<file path="config.mk">
export PLATFORM = sky130hd
export DESIGN_NAME = bcd_scan_sequencer_flat
export DESIGN_NICKNAME = d
export VERILOG_FILES = /design/src/rtl/bcd_scan_sequencer_pkg.sv /design/src/rtl/bcd_scan_sequencer_if.sv /design/src/rtl/bcd_scan_sequencer_next_digit.sv /design/src/rtl/bcd_scan_sequencer.sv /design/src/flat_wrapper.sv
export SDC_FILE = /design/constraint.sdc
export NUM_CORES = 1
export LEC_CHECK = 0
export CORE_ASPECT_RATIO = 1.75
export CORE_MARGIN = 2
export CORE_UTILIZATION = 40
export CTS_BUF_LIST = sky130_fd_sc_hd__clkbuf_8
export CTS_CLUSTER_DIAMETER = 200
export DETAILED_ROUTE_END_ITERATION = 16
export PLACE_DENSITY = 0.69
export SLEW_MARGIN = 10
export SYNTH_ARGS = -nofsm -noshare
export SYNTH_HDL_FRONTEND = slang
export SYNTH_SLANG_ARGS = --single-unit
export TNS_END_PERCENT = 30
</file>
<file path="constraint.sdc">
create_clock -name clk -period 6.8 [get_ports clk]
set_input_delay 1.7 -clock clk [delete_from_list [all_inputs] [get_ports clk]]
set_output_delay 1.7 -clock clk [all_outputs]
set_load 0.02 [all_outputs]
</file>
<file path="src/rtl/bcd_scan_sequencer_pkg.sv">
// Shared types and constants for the BCD decoder scan sequencer.
package bcd_scan_pkg;

  localparam int NUM_DIGITS = 10;

  typedef logic [3:0] bcd_code_t;

  localparam bcd_code_t BLANK_CODE = 4'hF;

  typedef enum logic [1:0] {
    ST_IDLE  = 2'd0,
    ST_DWELL = 2'd1,
    ST_GAP   = 2'd2
  } scan_state_t;

endpackage

</file>
<file path="src/rtl/bcd_scan_sequencer_if.sv">
// Control/status bundle between the scan owner (master) and the sequencer (slave).
interface bcd_scan_sequencer_if #(
  parameter int DWELL_W = 8
) ();

  logic                               start;
  logic                               stop;
  logic                               mode_cont;
  logic [bcd_scan_pkg::NUM_DIGITS-1:0] digit_mask;
  logic [DWELL_W-1:0]                 dwell;
  bcd_scan_pkg::bcd_code_t            code;
  logic                               busy;
  logic                               frame_done;
  logic                               err;

  modport master (
    output start, stop, mode_cont, digit_mask, dwell,
    input  code, busy, frame_done, err
  );

  modport slave (
    input  start, stop, mode_cont, digit_mask, dwell,
    output code, busy, frame_done, err
  );

endinterface

</file>
<file path="src/rtl/bcd_scan_sequencer_next_digit.sv">
// Finds the next enabled digit above cur_idx and the lowest enabled digit.
// Purely combinational, no backpressure.
module bcd_next_digit
  import bcd_scan_pkg::*;
(
  input  logic [NUM_DIGITS-1:0] mask,
  input  bcd_code_t             cur_idx,
  output bcd_code_t             next_idx,
  output logic                  found,
  output bcd_code_t             lowest_idx
);

  // Scan downwards so the last hit is the smallest qualifying index.
  always_comb begin
    next_idx   = '0;
    found      = 1'b0;
    lowest_idx = '0;
    for (int i = NUM_DIGITS - 1; i >= 0; i--) begin
      if (mask[i]) begin
        lowest_idx = 4'(i);
        if (4'(i) > cur_idx) begin
          next_idx = 4'(i);
          found    = 1'b1;
        end
      end
    end
  end

endmodule

</file>
<file path="src/rtl/bcd_scan_sequencer.sv">
// Steps a BCD decoder through enabled digits with per-digit dwell and blank gaps.
// All outputs registered; first digit one cycle after start; no backpressure.
module bcd_scan_sequencer
  import bcd_scan_pkg::*;
#(
  parameter int DWELL_W    = 8,
  parameter int GAP_CYCLES = 1
) (
  input logic                 clk,
  input logic                 rst,
  bcd_scan_sequencer_if.slave bus
);

  localparam int GAP_W = (GAP_CYCLES > 1) ? $clog2(GAP_CYCLES) : 1;
  localparam int CNT_W = (DWELL_W > GAP_W) ? DWELL_W : GAP_W;
  localparam logic [CNT_W-1:0] GAP_LOAD =
    (GAP_CYCLES > 0) ? CNT_W'(GAP_CYCLES - 1) : '0;

  scan_state_t             state;
  logic [NUM_DIGITS-1:0]   mask_q;
  logic [DWELL_W-1:0]      dwell_m1_q;
  logic [DWELL_W-1:0]      dwell_in_m1;
  logic [CNT_W-1:0]        cnt;
  bcd_code_t               cur_idx;
  bcd_code_t               code_q;
  logic                    busy_q;
  logic                    frame_done_q;
  logic                    err_q;

  logic [NUM_DIGITS-1:0]   mask_sel;
  bcd_code_t               nd_next;
  logic                    nd_found;
  bcd_code_t               nd_lowest;
  logic                    step_now;

  // While idle the lowest-index lookup serves the incoming start mask.
  assign mask_sel    = (state == ST_IDLE) ? bus.digit_mask : mask_q;
  assign dwell_in_m1 = (bus.dwell == '0) ? '0 : bus.dwell - DWELL_W'(1);

  assign step_now = (cnt == '0) &&
                    ((state == ST_GAP) ||
                     ((state == ST_DWELL) && (GAP_CYCLES == 0)));

  bcd_next_digit u_next_digit (
    .mask       (mask_sel),
    .cur_idx    (cur_idx),
    .next_idx   (nd_next),
    .found      (nd_found),
    .lowest_idx (nd_lowest)
  );

  always_ff @(posedge clk) begin
    if (rst) begin
      state        <= ST_IDLE;
      mask_q       <= '0;
      dwell_m1_q   <= '0;
      cnt          <= '0;
      cur_idx      <= '0;
      code_q       <= BLANK_CODE;
      busy_q       <= 1'b0;
      frame_done_q <= 1'b0;
      err_q        <= 1'b0;
    end else begin
      frame_done_q <= 1'b0;
      err_q        <= 1'b0;
      if (bus.stop) begin
        state  <= ST_IDLE;
        code_q <= BLANK_CODE;
        busy_q <= 1'b0;
        cnt    <= '0;
      end else if (step_now) begin
        cnt <= CNT_W'(dwell_m1_q);
        if (nd_found) begin
          cur_idx <= nd_next;
          code_q  <= nd_next;
          state   <= ST_DWELL;
        end else begin
          frame_done_q <= 1'b1;
          if (bus.mode_cont) begin
            cur_idx <= nd_lowest;
            code_q  <= nd_lowest;
            state   <= ST_DWELL;
          end else begin
            state  <= ST_IDLE;
            code_q <= BLANK_CODE;
            busy_q <= 1'b0;
          end
        end
      end else begin
        case (state)
          ST_IDLE: begin
            if (bus.start) begin
              if (|bus.digit_mask) begin
                mask_q     <= bus.digit_mask;
                dwell_m1_q <= dwell_in_m1;
                cnt        <= CNT_W'(dwell_in_m1);
                cur_idx    <= nd_lowest;
                code_q     <= nd_lowest;
                busy_q     <= 1'b1;
                state      <= ST_DWELL;
              end else begin
                err_q <= 1'b1;
              end
            end
          end
          ST_DWELL: begin
            if (cnt != '0) begin
              cnt <= cnt - CNT_W'(1);
            end else begin
              state  <= ST_GAP;
              code_q <= BLANK_CODE;
              cnt    <= GAP_LOAD;
            end
          end
          ST_GAP: begin
            cnt <= cnt - CNT_W'(1);
          end
          default: begin
            state  <= ST_IDLE;
            code_q <= BLANK_CODE;
            busy_q <= 1'b0;
          end
        endcase
      end
    end
  end

  assign bus.code       = code_q;
  assign bus.busy       = busy_q;
  assign bus.frame_done = frame_done_q;
  assign bus.err        = err_q;

endmodule

</file>
<file path="src/flat_wrapper.sv">
// flat-port wrapper written by rule: the top's interface ports become plain ports
module bcd_scan_sequencer_flat import bcd_scan_pkg::*;
#(
  parameter int DWELL_W    = 8,
  parameter int GAP_CYCLES = 1
)
  (clk, rst, bus_start, bus_stop, bus_mode_cont, bus_digit_mask, bus_dwell, bus_code, bus_busy, bus_frame_done, bus_err);
  bcd_scan_sequencer_if #(.DWELL_W(DWELL_W)) bus_i ();
  input logic clk;
  input logic rst;
  input wire logic [$bits(bus_i.start)-1:0] bus_start;
  input wire logic [$bits(bus_i.stop)-1:0] bus_stop;
  input wire logic [$bits(bus_i.mode_cont)-1:0] bus_mode_cont;
  input wire logic [$bits(bus_i.digit_mask)-1:0] bus_digit_mask;
  input wire logic [$bits(bus_i.dwell)-1:0] bus_dwell;
  output wire logic [$bits(bus_i.code)-1:0] bus_code;
  output wire logic [$bits(bus_i.busy)-1:0] bus_busy;
  output wire logic [$bits(bus_i.frame_done)-1:0] bus_frame_done;
  output wire logic [$bits(bus_i.err)-1:0] bus_err;
  assign bus_i.start = bus_start;
  assign bus_i.stop = bus_stop;
  assign bus_i.mode_cont = bus_mode_cont;
  assign bus_i.digit_mask = bus_digit_mask;
  assign bus_i.dwell = bus_dwell;
  assign bus_code = bus_i.code;
  assign bus_busy = bus_i.busy;
  assign bus_frame_done = bus_i.frame_done;
  assign bus_err = bus_i.err;
  bcd_scan_sequencer #(.DWELL_W(DWELL_W), .GAP_CYCLES(GAP_CYCLES)) u_core (.clk(clk), .rst(rst), .bus(bus_i));
endmodule
</file>
Yosys cells after proc, flatten, opt, wreduce, memory -nomap -nowiden:

Cells that the tools add are included.

* ROM bits: 0
* bits in latches: 0
* memories kept: 0
* output and inout bits: 7
* flip-flop bits (word level): 39
* memory bits (writable): 0

* reduce and logical (&&, ||, !) cells: 19
* add/sub/neg operators: 2
* bitwise gates (word level): 4
* magnitude comparators: 10
* mux-type cells: 83
* div/mod/pow operators: 0
* multipliers: 0
* shift-type cells: 0
* equality and inequality tests: 10

Operators by type and width (number)
* $mux W4: 40
* $mux W8: 5
* $mux W1: 28
* $pmux W8 S3: 1
* $gt A3 B4 Y1 const A: 4
* $logic_not A8 Y1: 2
* $sub A8 B1 Y8 const B: 2
* $reduce_and A5 Y1: 3
* $ne A3 B2 Y1 const B: 4
* $pmux W4 S3: 1
* $mux W10: 1
* $mux W2: 5
* $reduce_or A10 Y1: 1
* $gt A1 B4 Y1 const A: 2
* $gt A2 B4 Y1 const A: 2
* $gt A4 B4 Y1 const A: 2
* $reduce_bool A8 Y1: 1
* $pmux W2 S3: 1
* $reduce_bool A2 Y1: 3
* $reduce_or A5 Y1: 1
* $ne A2 B1 Y1 const B: 2
* $ne A2 B2 Y1 const B: 2
* $not A1 Y1: 4
* $reduce_and A4 Y1: 1
* other kinds (9): 10

Logic depth before layout (Yosys ltp):

Gate-level depths: netlist of run 1.

* depth in word-level cells: 23
* gate-level depth with buffers: 11
* depth with buffers taken out: 9

Modules after synthesis:

Synthesis of run 1 repeated with hierarchy kept, for this count alone.

* cells, all modules: 310
* area, all modules: 2539.9 µm²

Modules (own cells, without submodules)
* bcd_scan_sequencer: instances 1, cells an instance 259, area each 2223.4 µm²
* bcd_next_digit: instances 1, cells an instance 51, area each 316.6 µm²

Worst setup path before layout of run 1:

No wires, ideal clock.

* path type: input to register
* from: input port bus_dwell[0]
* to: register u_core.cnt[2]
* path slack: 3502 ps
* stages on the path: 9
* path buffers: 1
* data arrival time: 3166 ps
* path through: inv_1 ha_1 or4b_1 nor2b_1 clkbuf_1 o31a_1 o21ai_0 o211ai_1 a21oi_1

* word-level cells in the longest chain between the ends: 6
* elaborated cells between the ends (all ways): 7

RTL lines
* start, declared: line flat_wrapper.sv:15 `input wire logic [$bits(bus_i.dwell)-1:0] bus_dwell;`
* $sub A8 B1 Y8 / $logic_not A8 Y1 (equally long branches): line bcd_scan_sequencer.sv:38 `assign dwell_in_m1 = (bus.dwell == '0) ? '0 : bus.dwell - DWELL_W'(1);`
* $mux W8 *: line bcd_scan_sequencer.sv:38
* $mux W8 *: line bcd_scan_sequencer.sv:93 `if (|bus.digit_mask) begin`
* $mux W8 *: line bcd_scan_sequencer.sv:92 `if (bus.start) begin`
* $pmux W8 S3 *: line bcd_scan_sequencer.sv:90 `case (state)`
* $mux W8 *: line bcd_scan_sequencer.sv:71 `end else if (step_now) begin`
* end signal, assigned: line bcd_scan_sequencer.sv:72 `cnt <= CNT_W'(dwell_m1_q);`
* end signal, assigned: line bcd_scan_sequencer.sv:96 `cnt <= CNT_W'(dwell_in_m1);`
* end signal, assigned: line bcd_scan_sequencer.sv:108 `cnt <= cnt - CNT_W'(1);`
* end, declared: line bcd_scan_sequencer.sv:23 `logic [CNT_W-1:0] cnt;`

Mark *: on every way between the ends. The rest lies on a longest branch, timed or not. The select of a mux whose other input is x is not followed.
A chain may end at the register's enable or synchronous reset.

Final worst setup path of run 1:

* from: input port bus_dwell[0]
* to: register u_core.cnt[0]

Same word-level chain as after synthesis.

==> impl_metrics.py, run 1 <==
metrics = {
    "setup_path": {
        "r2r_start": "u_core.state[0]",
        "slowest_stage": "nor2b_1",
        "critical-path-max-stage-delay_ns": 0.54,
        "cp-end-kind": "register",
        "cp_data_arrival_time_ns": 4.03,
        "required_ns": 6.96,
        "path_buf_inv": 2,
        "cp.depth": 10,
        "r2r_setup_slack_ns": 3.69,
        "startpoint": "bus_dwell[0]",
        "crit_fanout": 10,
        "reg2reg_depth": 9,
        "regToRegEndpoint": "u_core.cur_idx[0]",
        "cp_cell_sequence": "clkdlybuf4s50_1, inv_1, ha_1, or4b_1, nor2b_1, nor3_1, nor2_1, o21ai_0, o211ai_1, a21oi_1",
        "crit_type": "input pin to register",
        "crit_family": "simple AND/OR/NAND/NOR gates",
        "critPathLaunchType": "input pin",
        "crit_end": "u_core.cnt[0]",
    },
    "cts": {
        "h-tree-depth": 2,
        "postCtsHoldBufs": 0,
        "cts_resized": 0,
        "post_cts_buffers": 0,
        "cts_root_buf": "clkbuf_8",
        "clkSlewWorstSetupHoldPaths_ns": 0.07,
        "cts.sink_count": 39,
        "cts_buffers": 5,
        "cts_tree": "built",
        "clk_path_buf_depth": 2,
        "clock_latency_ns": 0.30,
    },
    "sta": {
        "max-slew-margin-rel_pct": 32.1,
        "min_period_ns": 3.87,
        "tns_ns": 0,
        "hold_viol": 0,
        "timing.fmax_ghz": 0.259,
        "tightest_slew_ns": 1.02,
        "clock_skew_ns": 0.00680,
        "grt_setup_unrepaired": "no",
        "setup_ws_ns": 2.93,
        "final-setup-viol-count": 0,
        "final-max-slew-violation-count": 0,
        "hold_ws_ns": 0.458,
        "final.period_utilization_pct": 56.9,
    },
    "placement": {
        "place_ws_ns": 2.63,
        "place_area_um2": 2880,
        "dp.final_hpwl_um": 4850,
        "gp_congestion": 0.849,
        "placed_cells": 418,
        "port-buffer-count": 29,
    },
    "synth": {
        "yosys_register_bits": 39,
        "syn-instance-count": 326,
        "yosysMostFrequentCell": "nand2_1",
        "netlist_area_um2": 2570,
        "syn-num-nets": 356,
        "syn_area_per_cell_um2": 7.89,
        "ys.flop_type": "dfxtp_1",
        "synth_top_area_cell": "dfxtp_1",
        "synth_top_area_share_pct": 30.3,
        "seq_area_frac_synth_pct": 30.3,
        "yosys_warnings": 0,
        "synth_area_leaders": "dfxtp_1 (30%), a21oi_1 (5.8%), nand2_1 (5.8%), mux2i_1 (5.4%), nor2_1 (5.4%)",
        "ys_types": 62,
        "synth_edf_count": 0,
        "netlist_top_cells_count": "nand2_1 (40), dfxtp_1 (39), nor2_1 (37), a21oi_1 (30), nor3_1 (18)",
        "async_flop_share_pct": 0,
    },
    "routing": {
        "drtIter0Drc": 125,
        "routed_wl_um": 6450,
        "drc": 0,
        "routedWlPerCell_um": 15.1,
        "ant_nets": 0,
        "drtPass1Iterations": 4,
        "viasPerCell": 5.62,
        "vias": 2394,
    },
    "final_layout": {
        "syn2layout_area_growth_pct": 16.5,
        "fin_cells": 426,
        "post-route-util_pct": 48.2,
        "nNetsFinal": 375,
        "finalInstanceArea_um2": 3000,
        "drive_gt1_share_pct": 7.23,
        "diodes": 0,
    },
    "floorplan": {
        "start_util_pct": 41.3,
        "core_area_um2": 6230,
        "io_pins": 30,
        "die_w_um": 64.6,
        "fp.dieH_um": 110,
        "row_count": 38,
        "dieArea_um2": 7120,
    },
    "hold_path": {
        "hp-class": "register to register",
        "whs_path_depth": 2,
    },
    "run_status": {
        "status": "complete, no violations",
    },
    "pwr": {
        "worst_ir_drop_vdd_mv": 0.134,
        "leakagePower_nw": 1.13,
        "power-per-cell-area_nw_per_um2": 202,
        "power_mw": 0.607,
    },
    "grt": {
        "overflow": 0,
        "grt_pass1_wl_um": 10800,
        "grt_pass1_vias": 2413,
        "grt_util_all_layers_pct": 19.5,
        "antenna_found_initial": 0,
        "grt_max_degree": 25,
    },
    "run": {
        "drv_cap": 0,
    },
}
cell type report:
class	instances	area [um^2]
Inverter	8	30.0
Clock buffer	6	82.6
Clock inverter	2	35.0
Sequential cell	39	781
Fill cell	645	3230
Tap cell	80	100
Multi-Input combinational cell	262	1680
Timing Repair Buffer	29	290
sequential cells by signal (all words and copies together) (netlist names):
register and flops:
u_core.bus.frame_done 1, u_core.cnt 8, u_core.bus.err 1, u_core.bus.code 4, u_core.dwell_m1_q 8, u_core.state 2
u_core.bus.busy 1, u_core.cur_idx 4, u_core.mask_q 10
power by group:
part	total, mW	internal [mW]	switching, mW
clock network	0.204	0.119	0.0856
logic	0.150	0.0657	0.0846
registers	0.252	0.240	0.0119
total	0.607	0.425	0.182
per-layer routing:
metal  global-route usage [%]  up-vias  share of wire [%]
met5                        0        -                  0
met4                     11.6        0                3.6
met3                     2.44       19                2.4
li1                         -     1211                  -
met1                     19.9     1123                 39
met2                     37.3       41                 55
cell families (layout without fill, tap and decap cells):
logic type	after synthesis	count (layout)	share of synthesized area, %
mux	15	15	5.98
fa+ha+maj	7	7	3.40
xor+xnor	9	9	3.06
buf+inv	25	45	4.37
flops	39	39	30.3
compound gates	93	93	25.5
simple gates	138	138	27.4
worst min-delay path by stage:
| stage | end | slack, ns | start |
|---|---|---|---|
| 2_1_floorplan | u_core.mask_q[5] | 0.44 | u_core.mask_q[5] |
| 3_3_place_gp | u_core.mask_q[9] | 0.44 | u_core.mask_q[9] |
| 3_5_place_dp | u_core.mask_q[9] | 0.45 | u_core.mask_q[9] |
| 4_1_cts | u_core.mask_q[9] | 0.46 | u_core.mask_q[9] |
| 5_1_grt | u_core.mask_q[9] | 0.48 | u_core.mask_q[9] |
| 6_report | u_core.mask_q[9] | 0.46 | u_core.mask_q[9] |
placed cells by master (no fill, tap or decap), drive strengths merged, types with 2 or more instances in the layout:
cell / count
a211oi: 7
a21o: 3
a21oi: 30
a31oi: 5
and3: 2
clkbuf: 6
clkdlybuf4s50: 29
dfxtp: 39
ha: 7
inv: 8
mux2i: 15
nand2: 40
nand2b: 3
nand3: 3
nand4: 3
nor2: 38
nor2b: 9
nor3: 20
nor4: 6
o211ai: 9
o21a: 5
o21ai: 16
o22ai: 2
o31a: 4
or2: 5
xnor2: 7
xor2: 2
worst register-to-register path, cell delays in order (launching register included):
cell and delay [ns]:
dfxtp_1 0.34, inv_1 0.10, ha_1 0.79, mux2i_1 0.58, o32a_1 0.25, and2b_1 0.21
nand3_4 0.15, o211a_1 0.17, a21oi_1 0.26, a211oi_2 0.12
No activity file was read; power rests on OpenSTA's default activity.
==> inputs of run 2 (changes only) <==
--- a/config.mk
+++ b/config.mk
@@ -11,7 +11,7 @@
 export CTS_BUF_LIST = sky130_fd_sc_hd__clkbuf_8
 export CTS_CLUSTER_DIAMETER = 200
 export DETAILED_ROUTE_END_ITERATION = 16
-export PLACE_DENSITY = 0.69
+export PLACE_DENSITY = 0.72
 export SLEW_MARGIN = 10
 export SYNTH_ARGS = -nofsm -noshare
 export SYNTH_HDL_FRONTEND = slang
==> constraint.sdc (replaced) <==
create_clock -name clk -period 3.2 [get_ports clk]
set_input_delay 0.8 -clock clk [delete_from_list [all_inputs] [get_ports clk]]
set_output_delay 0.8 -clock clk [all_outputs]
set_load 0.02 [all_outputs]
==> impl_metrics.py, run 2 (synthesized netlist as in run 1, its figures left out) <==
metrics = {
    "run_status": {
        "status": "complete, no violations",
    },
    "final_layout": {
        "reg_top3": "u_core.mask_q: 10 flops, u_core.cnt: 8 flops, u_core.dwell_m1_q: 8 flops",
        "diodes": 0,
        "top_register": "u_core.mask_q",
        "layout_commonest_cell": "nand2_1",
        "finalInstanceArea_um2": 3040,
        "syn2layout_area_growth_pct": 18.0,
        "nNetsFinal": 384,
        "largest_reg_flops": 10,
        "drive_gt1_share_pct": 9.58,
        "layout_common_cells": "nand2_1 (40), dfxtp_1 (39), nor2_1 (37), a21oi_1 (30), clkdlybuf4s50_1 (29)",
    },
    "pwr": {
        "leakagePower_nw": 1.16,
        "power_mw": 1.21,
        "worst_ir_drop_vdd_mv": 0.302,
        "power-per-cell-area_nw_per_um2": 397,
    },
    "cts": {
        "post_cts_buffers": 0,
        "cts.sink_count": 39,
        "h-tree-depth": 2,
        "clock_latency_ns": 0.30,
        "cts_buffers": 5,
        "postCtsHoldBufs": 0,
        "clk_path_buf_depth": 2,
        "cts_resized": 0,
        "cts_root_buf": "clkbuf_8",
        "clkSlewWorstSetupHoldPaths_ns": 0.09,
        "cts_tree": "built",
    },
    "setup_path": {
        "cp_data_arrival_time_ns": 3.03,
        "critPathLaunchType": "register",
        "critical-path-max-stage-delay_ns": 0.71,
        "crit_type": "register to register",
        "reg2reg_depth": 9,
        "path_buf_inv": 1,
        "r2r_start": "u_core.state[0]",
        "r2r_setup_slack_ns": 0.34,
        "required_ns": 3.37,
        "cp-end-kind": "register",
        "crit_fanout": 18,
        "regToRegEndpoint": "u_core.bus.code[0]",
        "crit_family": "compound AO/OA/AOI/OAI gates",
        "slowest_stage": "ha_1",
        "cp_cell_sequence": "inv_1, ha_1, mux2i_1, nor4_2, a211oi_4, nand3_4, o211a_1, a21oi_1, a31oi_1",
    },
    "floorplan": {
        "dieArea_um2": 7120,
        "row_count": 38,
        "io_pins": 30,
        "start_util_pct": 41.3,
        "die_w_um": 64.6,
        "fp.dieH_um": 110,
        "core_area_um2": 6230,
    },
    "grt": {
        "antenna_found_initial": 0,
        "overflow": 0,
        "grt_pass1_wl_um": 11000,
        "grt_util_all_layers_pct": 19.8,
        "grt_pass1_vias": 2414,
        "grt_max_degree": 24,
    },
    "sta": {
        "final-max-slew-violation-count": 0,
        "hold_viol": 0,
        "tns_ns": 0,
        "tightest_slew_ns": 0.840,
        "clock_skew_ns": 0.0109,
        "max-slew-margin-rel_pct": 44.0,
        "final.period_utilization_pct": 89.4,
        "final-setup-viol-count": 0,
        "timing.fmax_ghz": 0.350,
        "hold_ws_ns": 0.456,
        "min_period_ns": 2.86,
        "grt_setup_unrepaired": "no",
    },
    "placement": {
        "gp_congestion": 0.942,
        "dp.final_hpwl_um": 5020,
        "place_area_um2": 2950,
        "port-buffer-count": 29,
    },
    "routing": {
        "drtIter0Drc": 153,
        "viasPerCell": 5.63,
        "vias": 2447,
        "drtPass1Iterations": 4,
        "routedWlPerCell_um": 14.9,
        "ant_nets": 0,
        "drc": 0,
        "routed_wl_um": 6470,
    },
    "hold_path": {
        "hp-start": "u_core.mask_q[5]",
        "whs_path_depth": 2,
        "min_to": "u_core.mask_q[5]",
        "hp-class": "register to register",
    },
    "run": {
        "drv_cap": 0,
    },
}
run 2: cell count changes in the layout (fill, tap and decap cells not counted), sizes merged:
cell      before  now
buf            0    9
bufinv         1    0
clkbuf         6    5
clkinvlp       0    2
run 2: area by class of cell:
type,instances,area (um^2)
Sequential cell,39,781
Inverter,8,30.0
Timing Repair Buffer,38,358
Clock inverter,3,20.0
Clock buffer,5,68.8
Tap cell,80,100
Multi-Input combinational cell,262,1680
Fill cell,619,3190
run 2: report_power, final:
part | leakage, nW | internal (mW) | switching [mW]
clock | 0.0402 | 0.152 | 0.191
sequential | 0.318 | 0.511 | 0.0256
combinational | 0.797 | 0.148 | 0.179
run 2: layer usage:
layer | up-vias | GRT usage, % | wire length, um
met5 | - | 0 | 0
met4 | 0 | 9.27 | 114
met3 | 10 | 2.44 | 200
met2 | 43 | 39.3 | 3720
met1 | 1166 | 20.0 | 2440
li1 | 1228 | - | -
run 2: how the worst max path moves through the flow:
stage,start,endpoint,depth (start not counted)
3_5_place_dp,bus_dwell[0],u_core.cnt[6],10
6_report,u_core.state[0],u_core.bus.code[0],9
2_1_floorplan,bus_dwell[0],u_core.cnt[2],9
5_1_grt,u_core.state[0],u_core.bus.code[0],9
4_1_cts,u_core.state[0],u_core.bus.code[0],9
3_3_place_gp,bus_dwell[0],u_core.cnt[6],10
run 2: worst reg2reg max path, cell delays in order, from the launching register on:
cell	delay [ns]
dfxtp_1	0.34
inv_1	0.10
ha_1	0.71
mux2i_1	0.44
nor4_2	0.12
a211oi_4	0.31
nand3_4	0.17
o211a_1	0.16
a21oi_1	0.23
a31oi_1	0.13
run 2: through the flow:
step / utilization, % / setup WS (ns) / cells
after floorplan: - / 0.802 / 326
after detailed placement: 47.3 / 0.191 / 427
after CTS: 48.8 / 0.339 / 435
final: 48.8 / 0.339 / 435
after global routing: 48.8 / 0.110 / 435
after global placement: 47.3 / 0.248 / 427
==> inputs of run 3 (changes only) <==
--- a/config.mk
+++ b/config.mk
@@ -7,11 +7,12 @@
 export LEC_CHECK = 0
 export CORE_ASPECT_RATIO = 1.75
 export CORE_MARGIN = 2
-export CORE_UTILIZATION = 40
+export CORE_UTILIZATION = 55
 export CTS_BUF_LIST = sky130_fd_sc_hd__clkbuf_8
 export CTS_CLUSTER_DIAMETER = 200
 export DETAILED_ROUTE_END_ITERATION = 16
-export PLACE_DENSITY = 0.72
+export PLACE_DENSITY = 0.88
+export RECOVER_POWER = 25
 export SLEW_MARGIN = 10
 export SYNTH_ARGS = -nofsm -noshare
 export SYNTH_HDL_FRONTEND = slang
==> constraint.sdc (replaced) <==
create_clock -name clk -period 2.95 [get_ports clk]
set_input_delay 0.7375 -clock clk [delete_from_list [all_inputs] [get_ports clk]]
set_output_delay 0.7375 -clock clk [all_outputs]
set_load 0.02 [all_outputs]
==> impl_metrics.py, run 3 (synthesized netlist as in run 1, its figures left out) <==
metrics = {
    "routing": {
        "drc": 0,
        "drtIter0Drc": 87,
        "drtPass1Iterations": 8,
        "routedWlPerCell_um": 15.7,
        "vias": 2556,
        "routed_wl_um": 6470,
        "ant_nets": 0,
        "viasPerCell": 6.20,
    },
    "sta": {
        "max-slew-margin-rel_pct": 27.3,
        "hold_viol": 0,
        "timing.fmax_ghz": 0.371,
        "clock_skew_ns": 0.00890,
        "tns_ns": 0,
        "min_period_ns": 2.69,
        "setup_ws_ns": 0.256,
        "grt_setup_unrepaired": "no",
        "final.period_utilization_pct": 91.3,
        "final-setup-viol-count": 0,
        "tightest_slew_ns": 1.09,
        "final-max-slew-violation-count": 0,
    },
    "cts": {
        "clkSlewWorstSetupHoldPaths_ns": 0.08,
        "cts.sink_count": 39,
        "h-tree-depth": 2,
        "postCtsHoldBufs": 0,
        "clock_latency_ns": 0.30,
        "cts_tree": "built",
        "cts_root_buf": "clkbuf_8",
        "cts_buffers": 5,
        "clk_path_buf_depth": 2,
    },
    "setup_path": {
        "startpoint": "u_core.state[0]",
        "cp_data_arrival_time_ns": 2.82,
        "regToRegEndpoint": "u_core.cur_idx[0]",
        "crit_type": "register to register",
        "critPathLaunchType": "register",
        "required_ns": 3.08,
        "r2r_setup_slack_ns": 0.26,
        "r2r_start": "u_core.state[0]",
        "crit_fanout": 17,
        "reg2reg_depth": 11,
        "crit_end": "u_core.cur_idx[0]",
        "cp-end-kind": "register",
    },
    "placement": {
        "place_area_um2": 2950,
        "port-buffer-count": 29,
        "gp_congestion": 0.846,
        "dp.final_hpwl_um": 5060,
        "placed_cells": 404,
        "place_ws_ns": 0.0379,
    },
    "grt": {
        "grt_max_degree": 24,
        "overflow": 0,
        "antenna_found_initial": 0,
        "grt_pass1_vias": 2574,
        "grt_util_all_layers_pct": 26.6,
        "grt_pass1_wl_um": 11100,
    },
    "final_layout": {
        "fin_cells": 412,
        "nNetsFinal": 389,
        "drive_gt1_share_pct": 10.0,
        "reg_top3": "u_core.mask_q: 10 flops, u_core.cnt: 8 flops, u_core.dwell_m1_q: 8 flops",
        "largest_reg_flops": 10,
        "layout_common_cells": "nand2_1 (40), dfxtp_1 (39), nor2_1 (37), a21oi_1 (30), clkdlybuf4s50_1 (21)",
        "top_register": "u_core.mask_q",
        "diodes": 0,
        "post-route-util_pct": 66.1,
        "finalInstanceArea_um2": 3030,
        "fillerInstances": 395,
        "syn2layout_area_growth_pct": 17.6,
        "layout_commonest_cell": "nand2_1",
    },
    "pwr": {
        "worst_ir_drop_vdd_mv": 0.363,
        "leakagePower_nw": 1.18,
        "power-per-cell-area_nw_per_um2": 425,
    },
    "floorplan": {
        "row_count": 33,
        "die_w_um": 55.7,
        "start_util_pct": 56.2,
        "fp.dieH_um": 94.5,
        "core_area_um2": 4580,
        "io_pins": 30,
        "dieArea_um2": 5260,
    },
    "run_status": {
        "status": "complete, no violations",
    },
    "hold_path": {
        "hp-class": "register to register",
    },
    "run": {
        "drv_cap": 0,
    },
}
[run 3: cell count changes in the layout (fill, tap and decap cells not counted)]
cell | before | now
buf_4 | 9 | 12
clkbuf_1 | 0 | 2
clkdlybuf4s50_1 | 29 | 21
clkinvlp_4 | 2 | 0
dlygate4sd3_1 | 0 | 8
ha_1 | 7 | 6
ha_2 | 0 | 1
inv_1 | 7 | 9
[run 3: layout make-up]
cell class | count | area (um^2) | share of cell area (%)
Multi-Input combinational cell | 262 | 1680 | 55.6
Clock buffer | 5 | 68.8 | 2.27
Timing Repair Buffer | 43 | 388 | 12.8
Tap cell | 52 | 65.1 | 2.15
Clock inverter | 3 | 12.5 | 0.413
Sequential cell | 39 | 781 | 25.8
Inverter | 8 | 30.0 | 0.992
[run 3: critical path, stage by stage (launching register included)]
cell	delay, ns
dfxtp_1	0.33
inv_1	0.11
ha_2	0.45
buf_4	0.21
mux2i_1	0.27
buf_4	0.18
a21oi_1	0.05
a21oi_1	0.20
a22oi_1	0.11
o211a_1	0.22
a21oi_1	0.26
a211oi_2	0.12
[run 3: how the worst min path moves through the flow]
stage,start,end,slack [ns],cells past startpoint
2_1_floorplan,u_core.mask_q[5],u_core.mask_q[5],0.44,2
3_3_place_gp,u_core.mask_q[5],u_core.mask_q[5],0.44,2
3_5_place_dp,u_core.mask_q[5],u_core.mask_q[5],0.45,2
4_1_cts,u_core.mask_q[8],u_core.mask_q[8],0.46,2
5_1_grt,u_core.mask_q[9],u_core.mask_q[9],0.49,2
6_report,u_core.mask_q[8],u_core.mask_q[8],0.46,2
[run 3: timing repair]
action,CTS,global route
endpoints found under the setup margin,0,7
buffers inserted,0,0
resized for setup,0,1
[run 3: through the flow]
step	total power, mW	hold slack [ns]
finish	1.29	0.456
global route	1.36	0.492
CTS	1.29	0.461
detailed placement	0.952	0.449
global placement	0.942	0.444
floorplan	0.832	0.436
[run 3: where the power goes]
group | internal, mW | leakage, nW | total (mW) | switching [mW]
registers | 0.554 | 0.318 | 0.581 | 0.0266
logic | 0.163 | 0.813 | 0.364 | 0.200
clock network | 0.159 | 0.0505 | 0.343 | 0.184
total | 0.877 | 1.18 | 1.29 | 0.411
[run 3: per-layer routing]
layer / vias up / share of wire (%) / track usage [%]
met5: - / 0 / 0
met1: 1194 / 35 / 24.6
met2: 95 / 56 / 52.4
met3: 28 / 4.4 / 4.52
li1: 1239 / - / -
met4: 0 / 4.7 / 16.5
